[config.mk]
export PLATFORM = sky130hd
export DESIGN_NAME = oam_dma_ctrl
export DESIGN_NICKNAME = d
export VERILOG_FILES = /design/src/rtl/oam_dma_ctrl.sv
export SDC_FILE = /design/constraint.sdc
export NUM_CORES = 1
export LEC_CHECK = 0
export CORE_ASPECT_RATIO = 0.9
export CORE_MARGIN = 4
export CORE_UTILIZATION = 23
export CTS_BUF_LIST = sky130_fd_sc_hd__clkbuf_2 sky130_fd_sc_hd__clkbuf_4 sky130_fd_sc_hd__clkbuf_8
export CTS_CLUSTER_DIAMETER = 40
export CTS_CLUSTER_SIZE = 8
export DETAILED_ROUTE_END_ITERATION = 16
export GPL_TIMING_DRIVEN = 0
export SLEW_MARGIN = 20
export SYNTH_ARGS = -nofsm -noshare
export SYNTH_HDL_FRONTEND = slang
export SYNTH_SLANG_ARGS = --single-unit
[constraint.sdc]
create_clock -name clk -period 2 [get_ports clk]
set_input_delay 0.2 -clock clk [delete_from_list [all_inputs] [get_ports clk]]
set_output_delay 0.2 -clock clk [all_outputs]
set_load 0.01 [all_outputs]
[src/rtl/oam_dma_ctrl.sv]
// Sprite OAM DMA initiator: a CPU write to DMA_REG_ADDR halts the CPU and copies page P into PPU OAM.
// Optional odd-cycle alignment slot enabled by defining OAM_DMA_ODD_ALIGN_EN.
module oam_dma_ctrl #(
    parameter logic [15:0] DMA_REG_ADDR = 16'h4014,
    parameter int unsigned OAM_BYTES    = 256
) (
    input  logic        clk,
    input  logic        reset,
    input  logic [15:0] cpu_addr,
    input  logic [7:0]  cpu_data_in,
    input  logic        cpu_we,
    input  logic [7:0]  oam_base,
    input  logic [7:0]  mem_data_in,
    output logic [15:0] mem_addr,
    output logic        mem_re,
    output logic        cpu_halt,
    output logic        oam_dma,
    output logic [7:0]  oam_addr,
    output logic [7:0]  oam_data_out,
    output logic        dma_busy
);

    localparam int unsigned        IDX_W    = $clog2(OAM_BYTES);
    localparam logic [IDX_W-1:0]   IDX_LAST = IDX_W'(OAM_BYTES - 1);

    typedef enum logic [2:0] {
        S_IDLE,
        S_HALT,
        S_ALIGN,
        S_READ,
        S_WRITE
    } state_t;

    state_t           state, state_next;
    logic [IDX_W-1:0] idx;
    logic [7:0]       page;
    logic [7:0]       base;
    logic             trigger;

    assign trigger = (state == S_IDLE) && cpu_we && (cpu_addr == DMA_REG_ADDR);

`ifdef OAM_DMA_ODD_ALIGN_EN
    logic parity;
    logic align_req;

    // Parity is captured on the trigger cycle itself, not re-sampled in HALT.
    always_ff @(posedge clk) begin
        if (reset) begin
            parity    <= 1'b0;
            align_req <= 1'b0;
        end else begin
            parity <= ~parity;
            if (trigger)
                align_req <= parity;
        end
    end
`endif

    always_ff @(posedge clk) begin
        if (reset) begin
            state <= S_IDLE;
            idx   <= '0;
            page  <= '0;
            base  <= '0;
        end else begin
            state <= state_next;
            if (trigger) begin
                page <= cpu_data_in;
                base <= oam_base;
                idx  <= '0;
            end else if (state == S_WRITE && idx != IDX_LAST) begin
                idx <= idx + 1'b1;
            end
        end
    end

    always_comb begin
        state_next   = state;
        mem_re       = 1'b0;
        mem_addr     = '0;
        oam_dma      = 1'b0;
        oam_addr     = '0;
        oam_data_out = '0;
        cpu_halt     = 1'b1;
        dma_busy     = 1'b1;
        case (state)
            S_IDLE: begin
                cpu_halt = 1'b0;
                dma_busy = 1'b0;
                if (trigger)
                    state_next = S_HALT;
            end
            S_HALT: begin
`ifdef OAM_DMA_ODD_ALIGN_EN
                state_next = align_req ? S_ALIGN : S_READ;
`else
                state_next = S_READ;
`endif
            end
            S_ALIGN: state_next = S_READ;
            S_READ: begin
                mem_re     = 1'b1;
                mem_addr   = {page, 8'(idx)};
                state_next = S_WRITE;
            end
            S_WRITE: begin
                oam_dma      = 1'b1;
                oam_addr     = base + 8'(idx);
                oam_data_out = mem_data_in;
                state_next   = (idx == IDX_LAST) ? S_IDLE : S_READ;
            end
            default: begin
                cpu_halt   = 1'b0;
                dma_busy   = 1'b0;
                state_next = S_IDLE;
            end
        endcase
    end

endmodule
==> run metrics <==
RSZ-0062 raised after global routing=true; DRC violations left=0; critical path endpoint category=output port; cell count after synthesis=215; final hold slack=408.2 ps; cts hold-fix bufs=0; die width=100.1 um; Max Fclk=478.1 MHz; clock network power share=35.3%; number of synthesized flops with an enable pin=0; # IOs=79; Syn Std Cell Area=0.001754 mm^2; Max FO, Critical Path=6; LEAKAGE=1.305 nW; post-layout min period=2092 ps; Max Root-Sink Buffers=2; Num CTS Buffers=3; Main synth FF type=dfxtp_1; core footprint=0.007221 mm^2; commonest non-fill, non-tap cell in the layout=clkdlybuf4s50_1; Total Wirelength=~5700 um; post-synthesis average cell area=8.159 um^2; Tot Pwr=0.9789 mW; Layout Utilization=40.88%; sw frac=a little under a quarter; data required time of the worst path=1800 ps; flops & latches, synth=27; Iteration-0 DRC Markers=80; crit share post-route=104.6%; Final Net Count=362; wire per inst=14.13 um; first-pass GRT wire length=9266 um; Crit Path Class=reg2out; vias post-DR=1830; largest net degree at the start of global routing=18; antenna-violating nets left=0; Synthesized Nets=267; Die H=just over 90 um; Syn-to-layout area delta=68.26%; worst-margin pin slew=501.8 ps; initial antenna violation count=0; number of port buffers=77; H-Tree Depth=1; setup ws final=-91.69 ps; final hold viol count=0; Comb power frac=~11%; Critical Path AT=1890 ps; Global Route Usage Sum=12.17%; Yosys cell types=39; most frequent cells in the layout=43 x clkdlybuf4s50_1, 40 x nand2_1, 19 x and3_1, 17 x mux2i_1, 15 x buf_4; root buffer cell=clkbuf_8; internal power component=0.7491 mW; Antenna diodes=0; Clock Skew=around 5.9 ps; Worst-Skew Late Latency=280 ps; Seq pwr share=53.6%; Max VDD drop=0.3294 mV; Setup Viol. Count Final=1; Switching Power=0.2299 mW; layout cells sized above 1=approximately 26%; non-filler cells, final=402; CTS clk-pin slew, worst paths=100 ps; YS warnings=0; pwr dens=331.7 mW/mm^2; Remaining Overflow, GRT=0; Fillers=748; max-cap violations=0; gpl congestion=0.7966; violated checks=setup timing; CP startpoint kind=flip-flop; Pre-antenna DRT Iters=4; Starting Density=24.29%; Rows=29; Hold Crit Class=in2reg; hold depth=2; Synth async-reset ratio=0%; area leader, netlist=dfxtp_1; Rel. slew slack=66.54%; Post-Place Setup Slack=-418.7 ps; placed cell count=just under 400; outcome=finished, violations left; final-report max-slew violation count=0; CTS tree=built; DP Wirelength=4130 um; vias in the first global route=1878; vias per cell=4.552; Die Footprint=about 0.0091 mm^2; cells on worst reg2reg path=6; sequential fraction of the synthesis area=30.81%; Area contributors post-synth=dfxtp_1 31%, mux2i_1 9.7%, nand2_1 8.8%; CTS Sinks=27; post-synth top area share=30.81%
-- kinds of logic after synthesis --
| family | after synthesis | share of synthesized area (%) |
|---|---|---|
| fa+ha+maj | 9 | 6.848 |
| mux | 17 | 9.700 |
| flops | 27 | 30.81 |
| buf+inv | 18 | 4.421 |
| compound gates | 25 | 8.773 |
| simple gates | 108 | 33.95 |
| xor+xnor | 11 | 5.492 |
-- path summary, 6_finish.rpt --
kind	startpoint	endpoint	slack [ps]
max	idx[2]$_SDFFE_PP0P_	oam_addr[7]	-90
max reg2reg	state[2]$_SDFFE_PP0P_	page[4]$_SDFFE_PP0P_	210
min reg2reg	page[4]$_SDFFE_PP0P_	page[4]$_SDFFE_PP0P_	460
min	reset	idx[0]$_SDFFE_PP0P_	410
-- stage by stage --
| stage | TNS (ps) | instance area, um^2 |
|---|---|---|
| global route | -302.5 | 2952 |
| detailed placement | -7660 | 2641 |
| CTS | -69.24 | 2838 |
| global placement | -6951 | 2641 |
| finish | -91.69 | 2952 |
| floorplan | 0 | 1754 |
-- what timing repair did --
action,CTS,global route
setup endpoints to repair,34,35
pin swaps,3,10
buffers inserted,4,9
gates resized for setup,96,37
-- state kept, by name, summed over array words and instances (netlist names) --
register	cells
state	3
base	8
page	8
idx	8
-- power groups by stage --
stage / Sequential, mW / Clock (mW) / Combinational (mW)
after floorplan: 0.550 / 0 / 0.0228
after global placement: 0.550 / 0 / 0.109
after detailed placement: 0.550 / 0 / 0.109
after CTS: 0.532 / 0.346 / 0.110
after global routing: 0.525 / 0.379 / 0.118
final: 0.525 / 0.345 / 0.109
-- worst max-delay path: stages (launching register included) --
cell and delay [ps]:
dfxtp_4 380, ha_4 270, a21oi_4 170, a211oi_2 110
or3_1 400, a21oi_2 140, buf_2 130
-- cell usage after synthesis, types with 2 or more instances --
| cell type | instances |
|---|---|
| and2_1 | 11 |
| a211oi_1 | 2 |
| nor2_1 | 6 |
| nor4b_1 | 3 |
| nor3_2 | 3 |
| a21oi_1 | 7 |
| inv_1 | 3 |
| nand2_1 | 41 |
| nor3_1 | 5 |
| xor2_1 | 4 |
| xnor2_1 | 7 |
| nor3b_1 | 2 |
| nand4b_1 | 2 |
| nor4_2 | 3 |
| buf_4 | 2 |
| o21ai_0 | 7 |
| buf_2 | 2 |
| nand4_1 | 2 |
| o211ai_1 | 4 |
| dfxtp_1 | 27 |
| nand3_1 | 5 |
| mux2i_1 | 17 |
| ha_1 | 8 |
| and3_1 | 19 |
| clkbuf_1 | 9 |
-- routing by layer --
metal  GRT usage (%)  share of wire, %  up-vias  routed length, um
li1                -                 -      943                  -
met1           16.29                44      827               2512
met2           19.67                48       56               2720
met3           3.629               7.6        4                431
met4           1.796              0.32        0                 18
met5               0                 0        -                  0
-- layout make-up --
class                           instances  area, um^2  area share, %
Timing Repair Buffer                   90       800.8          27.13
Clock inverter                          1       8.758         0.2967
Clock buffer                            3       41.29          1.399
Inverter                                5       26.28         0.8902
Buffer                                 13       96.34          3.264
Tap cell                               93       116.4          3.942
Multi-Input combinational cell        170        1279          43.32
Sequential cell                        27       583.1          19.75
Note: power is estimated with default switching activity, not from simulation.
